File: config.mk
export PLATFORM = sky130hd
export DESIGN_NAME = bcd_serial_add_ctrl
export DESIGN_NICKNAME = d
export VERILOG_FILES = /design/src/rtl/bcd_serial_add_ctrl.sv
export SDC_FILE = /design/constraint.sdc
export NUM_CORES = 1
export LEC_CHECK = 0
export ABC_AREA = 0
export BUFFER_PORTS_ARGS = -buffer_cell sky130_fd_sc_hd__buf_2
export CAP_MARGIN = 20
export CELL_PAD_IN_SITES_DETAIL_PLACEMENT = 0
export CELL_PAD_IN_SITES_GLOBAL_PLACEMENT = 2
export CORE_MARGIN = 4
export CORE_UTILIZATION = 34
export CTS_CLUSTER_SIZE = 28
export DETAILED_ROUTE_END_ITERATION = 10
export HOLD_SLACK_MARGIN = 0.15
export PLACE_DENSITY_LB_ADDON = 0.1
export SYNTH_ARGS = -nofsm -noshare
export SYNTH_HDL_FRONTEND = slang
export SYNTH_SLANG_ARGS = --single-unit
File: constraint.sdc
create_clock -name clk -period 6.6 [get_ports clk]
set_input_delay 0.99 -clock clk [delete_from_list [all_inputs] [get_ports clk]]
set_output_delay 0.99 -clock clk [all_outputs]
set_load 0.1 [all_outputs]
File: src/rtl/bcd_serial_add_ctrl.sv
// Digit-serial BCD adder: latches two packed-BCD operands on start, adds one
// decimal digit per clock from digit 0 upward, then pulses done for one cycle.
module bcd_serial_add_ctrl #(
  parameter int unsigned DIGITS = 4
) (
  input  logic                  clk,
  input  logic                  rst,
  input  logic                  start,
  input  logic [4*DIGITS-1:0]   a,
  input  logic [4*DIGITS-1:0]   b,
  input  logic                  cin,
  output logic                  busy,
  output logic                  done,
  output logic [4*DIGITS-1:0]   sum,
  output logic                  cout,
  output logic                  err
);

  localparam int unsigned W    = 4 * DIGITS;
  localparam int unsigned IW   = (DIGITS > 1) ? $clog2(DIGITS) : 1;
  localparam logic [IW-1:0] LAST = IW'(DIGITS - 1);

  typedef enum logic [1:0] {
    IDLE = 2'd0,
    ADD  = 2'd1,
    DONE = 2'd2
  } state_t;

  state_t        state;
  logic [W-1:0]  ra;
  logic [W-1:0]  rb;
  logic          c;
  logic [IW-1:0] idx;

  logic [3:0]    ad;
  logic [3:0]    bd;
  logic [4:0]    t;
  logic [3:0]    rdig;
  logic          nc;
  logic          bad;

  // One decimal digit of the running addition; non-BCD digits follow the same
  // +6 correction rule, with no saturation.
  always_comb begin
    ad   = ra[{idx, 2'b00} +: 4];
    bd   = rb[{idx, 2'b00} +: 4];
    t    = 5'(ad) + 5'(bd) + 5'(c);
    rdig = t[3:0];
    nc   = 1'b0;
    if (t > 5'd9) begin
      rdig = t[3:0] + 4'd6;
      nc   = 1'b1;
    end
  end

  always_comb begin
    bad = 1'b0;
    for (int unsigned i = 0; i < DIGITS; i++) begin
      if ((ra[4*i +: 4] > 4'd9) || (rb[4*i +: 4] > 4'd9))
        bad = 1'b1;
    end
  end

  always_ff @(posedge clk) begin
    if (rst) begin
      state <= IDLE;
      ra    <= '0;
      rb    <= '0;
      c     <= 1'b0;
      idx   <= '0;
      sum   <= '0;
      cout  <= 1'b0;
      err   <= 1'b0;
    end else begin
      case (state)
        IDLE: begin
          if (start) begin
            ra    <= a;
            rb    <= b;
            c     <= cin;
            idx   <= '0;
            sum   <= '0;
            cout  <= 1'b0;
            err   <= 1'b0;
            state <= ADD;
          end
        end
        ADD: begin
          sum[{idx, 2'b00} +: 4] <= rdig;
          c                      <= nc;
          if (idx == LAST) begin
            cout  <= nc;
            err   <= bad;
            state <= DONE;
          end else begin
            idx <= idx + 1'b1;
          end
        end
        DONE:    state <= IDLE;
        default: state <= IDLE;
      endcase
    end
  end

  assign busy = (state == ADD) || (state == DONE);
  assign done = (state == DONE);

endmodule
After elaboration in Yosys (flattened, before gate mapping)
Cells that the tools add are included.
Widths: inputs -> output; s select.
{"block": "classes", "n_eq_ne": 6, "n_addsub": 5, "n_mux": 22, "shifts": 4, "magnitude_cmp": 9, "reduce_logical": 12}
{"operator": "$gt 4x4->1 const B", "n": 8}
{"operator": "$pmux 16 s2", "n": 1}
{"operator": "$shiftx 16x5->4", "n": 2}
{"operator": "$bwmux 16", "n": 1}
{"operator": "$mux 16", "n": 1}
{"operator": "$shift 4x6->16 const A", "n": 1}
{"operator": "$shiftx 4x6->16", "n": 1}
{"operator": "$mux 1", "n": 9}
{"operator": "$mux 2", "n": 4}
{"operator": "$pmux 2 s2", "n": 2}
{"operator": "$ne 2x2->1 const B", "n": 3}
{"operator": "$neg 4->6", "n": 1}
{"operator": "$pmux 1 s2", "n": 3}
{"operator": "$reduce_and 2->1", "n": 3}
{"operator": "$reduce_and 3->1", "n": 2}
{"operator": "$add 4x4->5", "n": 1}
{"operator": "$add 5x1->5", "n": 1}
{"operator": "$gt 5x4->1 const B", "n": 1}
{"operator": "$logic_or 1x1->1", "n": 5}
{"operator": "$add 4x3->4 const B", "n": 1}
{"operator": "$eq 2x2->1 const B", "n": 2}
{"operator": "$mux 4", "n": 1}
{"operator": "$add 2x1->2 const B", "n": 1}
{"operator": "$eq 2x1->1 const B", "n": 1}
{"operator": "other kinds (2)", "n": 2}
{"block": "totals", "reg_bits": 55, "wordCells": 66, "output_inout_bits": 20}

Longest topological paths before layout
Gate-level depths: netlist (run 1).
{"block": "logic_depth", "word_depth": 8, "ltp_mapped": 12, "ltp_nobuf": 10}

Least setup slack after synthesis (run 1)
Ideal clock, no wire load.
{"block": "synth_timing", "path_type": "register to register", "start": "register idx[1]", "end": "register sum[10]", "path_buffers": 1, "period_less_slack_ns": 3.692, "setup_time_ns": 0.062, "t_required_ns": 6.538, "t_arrival_ns": 3.630, "setup_slack_ns": 2.908, "path_stages_with_launch": 12, "cell_sequence": "dfxtp_1 > clkbuf_1 > mux4_2 > fa_1 > fa_1 > inv_1 > ha_1 > nor2b_4 > a31o_4 > o31ai_4 > mux2i_1 > a22o_1"}
{"block": "synth_via", "elab_chain_len": 8}
{"element": "start: declaration", "line": "33", "rtl": "logic [IW-1:0] idx;"}
{"element": "start signal: assignment", "line": "96", "rtl": "idx <= idx + 1'b1;"}
{"element": "$shiftx 16x5->4 (on tied branches)", "line": "45, 46"}
{"element": "$add 4x4->5", "line": "47", "rtl": "t = 5'(ad) + 5'(bd) + 5'(c);"}
{"element": "$add 5x1->5", "line": "47"}
{"element": "$add 4x3->4 or $gt 5x4->1 (tied branches)", "line": "51, 50"}
{"element": "$mux 4", "line": "50", "rtl": "if (t > 5'd9) begin"}
{"element": "$shiftx 4x6->16", "line": "89", "rtl": "sum[{idx, 2'b00} +: 4] <= rdig;"}
{"element": "$bwmux 16 (*)", "line": "89"}
{"element": "$pmux 16 s2 (*)", "line": "75", "rtl": "case (state)"}
{"element": "end signal: indexed assignment", "line": "89"}
{"element": "end: declaration", "line": "14", "rtl": "output logic [4*DIGITS-1:0] sum,"}
Mark *: on every way between the ends. The rest lies on a longest branch, timed or not.
A chain may end at the register's enable or synchronous reset.

Final worst setup path (run 1)
{"block": "layout_timing", "start": "register idx[0]", "end": "register sum[2]"}
Same word-level chain as after synthesis.

==> impl_metrics.env, run 1 <==
export IMPL_cp_top_family="adder cells"
export IMPL_ys_flop_type="dfxtp_1"
export IMPL_whs_path_depth=2
export IMPL_grt_max_degree=51
export IMPL_timing_fmax_mhz=239
export IMPL_gr_total_overflow=0
export IMPL_ant_nets=0
export IMPL_power_density_nw_per_um2=240
export IMPL_cap_violations=0
export IMPL_power_leakage_nw=1.29
export IMPL_synth_cells=315
export IMPL_synth_edff_count=0
export IMPL_numCtsBuffers=5
export IMPL_first_pass_iters=4
export IMPL_worst_pin_slew_ns=0.961
export IMPL_rrSetupSlack_ns=2.41
export IMPL_synth_top_area_share_pct=41.1
export IMPL_place_congestion=0.821
export IMPL_end_kind="register"
export IMPL_final_nets=411
export IMPL_synth_nets=364
export IMPL_min_period_ns=4.19
export IMPL_synthTopCellsByArea="dfxtp_1 41%, nand2_1 11%, a21oi_1 8.4%, mux4_2 6.7%, ha_1 5.1%"
export IMPL_syn_to_final_growth_pct=18.1
export IMPL_ir_drop_mv=0.110
export IMPL_yosys_warnings=0
export IMPL_cp_cell_sequence="mux4_2 > fa_1 > fa_1 > inv_1 > ha_1 > nor2b_4 > a31o_4 > o31ai_4 > mux2i_1 > a32o_1"
export IMPL_rsz0062_at_grt="false"
export IMPL_die_w_um=96.7
export IMPL_n_fill_cell=835
export IMPL_io_pins=56
export IMPL_cts_max_path_buffers=2
export IMPL_drt_wirelength_per_cell_um=14.7
export IMPL_critPathBufInv=1
export IMPL_postCtsResizedCells=0
export IMPL_cp_max_fo=19
export IMPL_min_path_type="reg -> reg"
export IMPL_async_reset_ff_share_pct=0
export IMPL_chipHeight_um=96.7
export IMPL_routed_via_density=5.01
export IMPL_cts_setup_buffers=0
export IMPL_r2r_cells=10
export IMPL_cts_root_buf="clkbuf_8"
export IMPL_synth_cell_types=41
export IMPL_synth_seq_cells=55
export IMPL_max_slew_margin_rel_pct=35.9
export IMPL_hold_viol_final=0
export IMPL_antenna_cells=0
export IMPL_cp_start_kind="register"
export IMPL_slew_viol_final=0
export IMPL_post_route_period_util_pct=63.5
export IMPL_fin_util_pct=41.1
export IMPL_cp_depth=10
export IMPL_cts_tree="yes"
export IMPL_clk_latency_ns=0.31
export IMPL_vias=2328
export IMPL_cts_sinks=55
export IMPL_start_util_pct=34.8
export IMPL_setup_tns_ns=0
export IMPL_antenna_found_initial=0
export IMPL_setup_viol=0
export IMPL_hpwl_um=5030
export IMPL_arrival_ns=4.45
export IMPL_fin_skew_ns=0.00508
export IMPL_synth_cell_area_um2=2680
export IMPL_cpMostUsedCell="fa_1"
export IMPL_synth_largest_area_cell="dfxtp_1"
export IMPL_p_total_mw=0.759
export IMPL_drc_errors=0
export IMPL_avgSynthCellArea_um2=8.50
export IMPL_placement_rows=32
export IMPL_yosysMostFrequentCell="nand2_1"
export IMPL_cp_slowest_cell="dfxtp_1"
export IMPL_grt_pass1_vias=2291
export IMPL_drt_total_wl_um=6820
export IMPL_place_area_um2=3020
export IMPL_final_area_um2=3160
export IMPL_ctsHoldBuffers=0
export IMPL_cts_clk_slew_worst_paths_ns=0.10
export IMPL_htree_levels=2
export IMPL_coreArea_um2=7690
export IMPL_dieArea_um2=9350
export IMPL_drt_iter0_drc=69
export IMPL_path_class="reg -> reg"
export IMPL_slowest_delay_ns=0.86
export IMPL_yosys_top_cells_count="78 x nand2_1, 55 x dfxtp_1, 45 x a21oi_1"
export IMPL_io_buffers=55
export IMPL_drive_gt1_share_pct=21.8
export IMPL_grt_usage_pct=14.6
export IMPL_required_ns=6.86
export IMPL_grt_pass1_wl_um=11300
export IMPL_seq_area_frac_synth_pct=41.1
export IMPL_status="finished clean"
==> cells in the final DEF (no fill, tap or decap), types with 5 or more instances in the layout <==
master,netlist,layout
dfxtp_1,55,55
a22o_1,6,6
nor2_1,15,15
ha_1,11,11
clkbuf_8,0,5
mux4_2,8,8
inv_1,10,10
nand2b_1,5,5
buf_2,2,55
and3_1,5,5
nand2_1,78,78
o21ai_0,13,13
a21oi_1,45,45
==> sequential cells by signal, summed over array words and instances (netlist names) <==
name,count
sum,16
idx,2
c,1
state,2
err,1
cout,1
rb,16
ra,16
==> report_power, final <==
group	internal [mW]	switching [mW]
sequential	0.348	0.0153
clock	0.113	0.112
combinational	0.0650	0.105
==> worst reg2reg max path, delay by kind of cell (launching register included) <==
| kind | cells | cell delay (ns) |
|---|---|---|
| compound gates | 3 | 0.76 |
| fa+ha+maj | 3 | 1.25 |
| buf+inv | 1 | 0.12 |
| flops | 1 | 0.86 |
| simple gates | 1 | 0.13 |
| mux | 2 | 1.02 |
==> per-layer routing <==
layer	global-route usage [%]	wire length (um)
met5	0	0
met4	2.92	95
met3	4.11	272
met2	25.6	3450
met1	17.8	3000
==> layout make-up <==
type                    count  area, um^2  area share, %
well taps                 102         128           4.04
repair buffers             57         310           9.82
inverters                  10        37.5           1.19
clock inverters             3        43.8           1.39
multi-input cells         233        1470           46.6
clock buffers               5        68.8           2.18
flip-flops and latches     55        1100           34.8
==> logic make-up after synthesis <==
logic type               Yosys count  share of synthesized area (%)
flip-flops                        55                           41.1
multiplexers                      11                           7.85
XOR/XNOR                           2                          0.655
AND/OR/NAND/NOR                  122                           20.1
adder cells (fa/ha/maj)           13                           6.64
AO/OA/AOI/OAI                     85                           19.8
buffers and inverters             27                           3.88
==> worst paths after layout <==
path                   startpoint              endpoint
max           idx[0]$_SDFFE_PP0P_   sum[2]$_SDFFE_PP0P_
min          sum[12]$_SDFFE_PP0P_  sum[12]$_SDFFE_PP0P_
max reg2reg   idx[0]$_SDFFE_PP0P_   sum[2]$_SDFFE_PP0P_
min reg2reg  sum[12]$_SDFFE_PP0P_  sum[12]$_SDFFE_PP0P_
==> metrics by stage <==
step                setup slack [ns]  hold slack, ns  instances
floorplan                       2.91           0.433        315
detailed placement              2.36           0.443        456
finish                          2.41           0.458        465
global placement                2.46           0.436        456
CTS                             2.33           0.462        464
global route                    2.11           0.474        465
Power figures use the tool's default switching activity.
==> inputs of run 2 (changes only) <==
- CORE_UTILIZATION: 34 -> 32
- clock period: 6.6 -> 4.1 ns (I/O delays scaled with it)
==> run 2 against run 1 <==
Net effect: via count up 2.0%; clock skew increased by 0.0016 ns; register-to-register slack worse by 2.0 ns; global-route usage is 0.33 points higher; non-clock buffer count rose by 5; power up 53%; sequential cell count did not move; sequential power increased by 59%; clock-buffer cell count unchanged; sequential share of layout area decreased by 0.096 points; core utilization down 2.3 points; critical endpoint unchanged.
==> impl_metrics.env, run 2 (synthesis results as in run 1) <==
export IMPL_status="finished clean"
export IMPL_reg_top3="ra (16), rb (16), sum (16)"
export IMPL_setup_tns_ns=0
export IMPL_vias=2375
export IMPL_r2r_cells=11
export IMPL_fin_skew_ns=0.00664
export IMPL_seqPwrFrac_pct=49.8
export IMPL_drive_gt1_share_pct=22.6
export IMPL_drc_errors=0
export IMPL_dieArea_um2=9890
export IMPL_cts_clk_slew_worst_paths_ns=0.10
export IMPL_grt_max_degree=41
export IMPL_cts_setup_buffers=0
export IMPL_clk_latency_ns=0.31
export IMPL_ir_drop_mv=0.121
export IMPL_min_period_ns=3.66
export IMPL_p_sw_mw=0.375
export IMPL_die_w_um=99.5
export IMPL_required_ns=4.35
export IMPL_grt_pass1_vias=2419
export IMPL_whs_path_depth=2
export IMPL_coreArea_um2=8180
export IMPL_min_path_type="reg -> reg"
export IMPL_setup_viol=0
export IMPL_power_clock_fraction_pct=25.6
export IMPL_cp_start_kind="register"
export IMPL_first_pass_iters=4
export IMPL_n_fill_cell=875
export IMPL_chipHeight_um=99.5
export IMPL_grt_usage_pct=14.9
export IMPL_rrSetupSlack_ns=0.44
export IMPL_placed_cells_incl_taps=464
export IMPL_worst_pin_slew_ns=0.602
export IMPL_antenna_cells=0
export IMPL_gr_total_overflow=0
export IMPL_start_util_pct=32.7
export IMPL_final_cells=472
export IMPL_p_total_mw=1.16
export IMPL_numCtsBuffers=5
export IMPL_ant_nets=0
export IMPL_io_buffers=55
export IMPL_hpwl_um=5350
export IMPL_io_pins=56
export IMPL_power_density_nw_per_um2=366
export IMPL_arrival_ns=3.91
export IMPL_layout_cells_most_common_list="78 x nand2_1, 55 x dfxtp_1, 55 x buf_2"
export IMPL_final_area_um2=3170
export IMPL_routed_via_density=5.03
export IMPL_place_congestion=0.735
export IMPL_power_share_combinational_pct=24.6
export IMPL_drt_iter0_drc=81
export IMPL_slew_viol_final=0
export IMPL_hold_path_endpoint="sum[7]$_SDFFE_PP0P_"
export IMPL_cap_violations=0
export IMPL_rsz0062_at_grt="false"
export IMPL_power_leakage_nw=1.31
export IMPL_htree_levels=2
export IMPL_drt_wirelength_per_cell_um=15.0
export IMPL_postCtsResizedCells=0
export IMPL_grt_pass1_wl_um=11900
export IMPL_cts_root_buf="clkbuf_8"
export IMPL_ctsHoldBuffers=0
export IMPL_cts_tree="yes"
export IMPL_post_route_period_util_pct=89.3
export IMPL_rr_startpoint="idx[0]$_SDFFE_PP0P_"
export IMPL_internal_power_mw=0.785
export IMPL_end_kind="register"
export IMPL_path_class="reg -> reg"
export IMPL_worstHoldStart="sum[7]$_SDFFE_PP0P_"
export IMPL_layout_commonest_cell="nand2_1"
export IMPL_hold_viol_final=0
export IMPL_cp_max_fo=18
export IMPL_syn_to_final_growth_pct=18.4
export IMPL_cts_sinks=55
export IMPL_r2r_end="sum[2]$_SDFFE_PP0P_"
export IMPL_max_slew_margin_rel_pct=59.4
export IMPL_final_nets=416
export IMPL_placement_rows=33
export IMPL_place_area_um2=3060
export IMPL_timing_fmax_mhz=273
export IMPL_cts_max_path_buffers=2
export IMPL_p_sw_share_pct=32.3
export IMPL_drt_total_wl_um=7080
export IMPL_antenna_found_initial=0
## run 2: changes by cell type in the layout (fill, tap and decap cells not counted), sizes merged
cell and change:
buf +4, bufinv -1, clkbuf +1
## run 2: worst max-delay path by stage
stage / startpoint / endpoint / slack, ns / cells after the start
after floorplan: idx[1]$_SDFFE_PP0P_ / sum[10]$_SDFFE_PP0P_ / 0.41 / 11
after global placement: idx[0]$_SDFFE_PP0P_ / sum[10]$_SDFFE_PP0P_ / 0.54 / 11
after detailed placement: idx[0]$_SDFFE_PP0P_ / sum[2]$_SDFFE_PP0P_ / 0.45 / 11
after CTS: idx[0]$_SDFFE_PP0P_ / sum[2]$_SDFFE_PP0P_ / 0.41 / 11
after global routing: idx[0]$_SDFFE_PP0P_ / sum[6]$_SDFFE_PP0P_ / 0.23 / 11
final: idx[0]$_SDFFE_PP0P_ / sum[2]$_SDFFE_PP0P_ / 0.44 / 11
## run 2: routing by layer
layer	up-vias	global-route usage [%]	routed length, um
met2	52	26.1	3490
met5	-	0	0
li1	1211	-	-
met4	0	4.20	94
met1	1105	18.7	3210
met3	7	2.81	284
## run 2: layout make-up
class	instances	area (um^2)	area share, %
Clock buffer	5	68.8	2.17
Inverter	10	37.5	1.18
Clock inverter	2	13.8	0.434
Sequential cell	55	1100	34.7
Tap cell	105	131	4.15
Multi-Input combinational cell	233	1470	46.4
Timing Repair Buffer	62	345	10.9
## run 2: worst max-delay path, cell delays in order, from the launching register on
cell	delay [ns]
dfxtp_1	0.36
buf_4	0.27
mux4_2	0.35
fa_1	0.43
fa_1	0.56
inv_1	0.11
ha_1	0.22
nor2b_4	0.13
a31o_4	0.23
o31ai_4	0.33
mux2i_1	0.42
a32o_1	0.18
## run 2: power groups by stage
stage	clock network (mW)	logic, mW	registers [mW]
5_1_grt	0.333	0.318	0.582
6_report	0.297	0.285	0.578
2_1_floorplan	0	0.197	0.599
4_1_cts	0.312	0.284	0.579
3_5_place_dp	0	0.284	0.591
3_3_place_gp	0	0.280	0.591
## run 2: metrics by stage
stage	util, %	hold slack, ns	setup slack (ns)
global placement	37.5	0.436	0.543
finish	38.8	0.459	0.440
global route	38.8	0.479	0.235
CTS	38.5	0.463	0.412
detailed placement	37.5	0.441	0.448
floorplan	-	0.433	0.408
==> inputs of run 3 (changes only) <==
- ABC_AREA: 0 -> 1
- CORE_UTILIZATION: 32 -> 30
- GPL_TIMING_DRIVEN: default -> 1
==> run 3 against run 2 <==
Net effect: fmax up 15%; wire length rose by 1.8%; core utilization is 2.7 points lower; critical path type unchanged; power up 17%.
==> impl_metrics.env, run 3 <==
export IMPL_start_util_pct=30.9
export IMPL_syn_to_final_growth_pct=17.0
export IMPL_setup_viol=0
export IMPL_power_density_nw_per_um2=433
export IMPL_cts_root_buf="clkbuf_8"
export IMPL_power_leakage_nw=1.36
export IMPL_required_ns=4.35
export IMPL_first_pass_iters=4
export IMPL_place_congestion=0.777
export IMPL_grt_max_degree=41
export IMPL_status="finished clean"
export IMPL_arrival_ns=3.42
export IMPL_end_kind="register"
export IMPL_cts_max_path_buffers=2
export IMPL_drt_wirelength_per_cell_um=13.4
export IMPL_layout_cells_most_common_list="83 x nor2_1, 67 x o21ai_0, 55 x dfxtp_1, 55 x buf_2, 40 x nand2_1"
export IMPL_hpwl_um=5570
export IMPL_seq_area_frac_synth_pct=40.9
export IMPL_htree_levels=2
export IMPL_io_pins=56
export IMPL_final_cells=536
export IMPL_synth_nets=427
export IMPL_slew_viol_final=0
export IMPL_cp_start_kind="register"
export IMPL_io_buffers=55
export IMPL_cts_tree="yes"
export IMPL_chipHeight_um=103
export IMPL_numCtsBuffers=5
export IMPL_fin_util_pct=36.1
export IMPL_avgSynthCellArea_um2=7.12
export IMPL_drc_errors=0
export IMPL_whs_ns=0.467
export IMPL_coreArea_um2=8720
export IMPL_worst_pin_slew_ns=0.827
export IMPL_drt_total_wl_um=7200
export IMPL_post_route_period_util_pct=77.4
export IMPL_timing_fmax_mhz=315
export IMPL_rsz0062_at_grt="false"
export IMPL_final_area_um2=3150
export IMPL_antenna_found_initial=0
export IMPL_cp_max_fo=16
export IMPL_cts_sinks=55
export IMPL_drt_iter0_drc=29
export IMPL_min_path_type="reg -> reg"
export IMPL_clk_latency_ns=0.31
export IMPL_ys_flop_type="dfxtp_1"
export IMPL_cap_violations=0
export IMPL_final_nets=476
export IMPL_drive_gt1_share_pct=17.5
export IMPL_hold_viol_final=0
export IMPL_synth_edff_count=0
export IMPL_ctsHoldBuffers=0
export IMPL_postCtsResizedCells=0
export IMPL_synth_cells=378
export IMPL_grt_pass1_wl_um=11900
export IMPL_async_reset_ff_share_pct=0
export IMPL_min_period_ns=3.17
export IMPL_placement_rows=34
export IMPL_synth_cell_area_um2=2690
export IMPL_ant_nets=0
export IMPL_grt_usage_pct=14.3
export IMPL_synth_seq_cells=55
export IMPL_cts_setup_buffers=0
export IMPL_place_area_um2=3060
export IMPL_fin_skew_ns=0.00905
export IMPL_max_slew_margin_rel_pct=44.8
export IMPL_antenna_cells=0
export IMPL_gr_total_overflow=0
export IMPL_dieArea_um2=10600
export IMPL_cts_clk_slew_worst_paths_ns=0.10
export IMPL_synth_largest_area_cell="dfxtp_1"
export IMPL_synth_top_area_share_pct=40.9
export IMPL_layout_commonest_cell="nor2_1"
export IMPL_yosys_top_cells_count="83 x nor2_1, 67 x o21ai_0, 55 x dfxtp_1"
export IMPL_synth_cell_types=29
export IMPL_yosysMostFrequentCell="nor2_1"
export IMPL_die_w_um=103
export IMPL_ir_drop_mv=0.137
export IMPL_routed_via_density=4.74
export IMPL_path_class="reg -> reg"
export IMPL_grt_pass1_vias=2393
export IMPL_yosys_warnings=0
export IMPL_placed_cells_incl_taps=528
export IMPL_vias=2541
export IMPL_reg_top3="ra (16), rb (16), sum (16)"
export IMPL_synthTopCellsByArea="dfxtp_1 41%, o21ai_0 12%, nor2_1 12%, a21oi_1 6.3%, nand2_1 5.6%"
export IMPL_setup_tns_ns=0
-- run 3: changes by cell type in the layout (fill, tap and decap cells not counted), moves of 5 or more --
cell      previous run  this run
a21oi_1             45        34
nand3_1              4        15
inv_1               10        28
a22o_1               6         0
and3_1               5         0
nand2_1             78        40
o21ai_0             13        67
mux4_2               8         0
nand2b_1             5         0
nor2_1              15        83
-- run 3: final timing paths --
| path | depth (start not counted) | slack [ns] | startpoint | end |
|---|---|---|---|---|
| max | 17 | 0.93 | idx[1]$_SDFFE_PP0P_ | sum[14]$_SDFFE_PP0P_ |
| min | 2 | 0.47 | sum[3]$_SDFFE_PP0P_ | sum[3]$_SDFFE_PP0P_ |
| max reg2reg | 17 | 0.93 | idx[1]$_SDFFE_PP0P_ | sum[14]$_SDFFE_PP0P_ |
| min reg2reg | 2 | 0.47 | sum[3]$_SDFFE_PP0P_ | sum[3]$_SDFFE_PP0P_ |
-- run 3: cells by family (layout without fill, tap and decap cells) --
| logic type | count (synthesis) | after routing | share of synthesized area (%) |
|---|---|---|---|
| DFF | 55 | 55 | 40.9 |
| buffers and inverters | 49 | 99 | 7.11 |
| and+or+nand+nor | 150 | 150 | 23.4 |
| adders and majority gates | 13 | 13 | 6.60 |
| AOI/OAI and AO/OA | 111 | 111 | 21.9 |
-- run 3: metrics by stage --
step | worst slack (ns) | total power [mW]
2_1_floorplan | 1.02 | 0.955
5_1_grt | 0.534 | 1.47
6_report | 0.929 | 1.36
3_5_place_dp | 0.927 | 1.07
4_1_cts | 0.904 | 1.39
3_3_place_gp | 1.03 | 1.07
-- run 3: area by class of cell --
class / instances / area [um^2]
clock buffer: 5 / 68.8
clock inverter: 3 / 20.0
sequential: 55 / 1100
fill: 978 / 5570
inverter: 33 / 126
tap: 108 / 135
timing repair buffer: 58 / 298
multi-input combinational: 274 / 1400
-- run 3: report_power, final --
group | switching [mW] | total, mW | internal [mW]
clock network | 0.188 | 0.307 | 0.120
registers | 0.0291 | 0.607 | 0.578
logic | 0.313 | 0.448 | 0.135
total | 0.530 | 1.36 | 0.832
-- run 3: worst max-delay path, stage by stage, from the launching register on --
cell	delay, ns
dfxtp_1	0.43
inv_1	0.24
o21ai_0	0.15
o22ai_1	0.12
fa_1	0.45
fa_1	0.40
nand2_1	0.09
nand2_1	0.10
ha_1	0.23
inv_1	0.07
nor2_1	0.04
a21oi_1	0.11
nand2_1	0.11
nand2_1	0.12
nand2_1	0.06
nand2_1	0.13
nand4_1	0.13
a21oi_1	0.14
-- run 3: layer usage --
layer | share of wire [%] | vias up | track usage (%)
met5 | 0 | - | 0
met4 | 0.97 | 0 | 4.24
met3 | 3.6 | 6 | 2.10
met2 | 48 | 46 | 24.4
met1 | 47 | 1139 | 18.6
li1 | - | 1350 | -
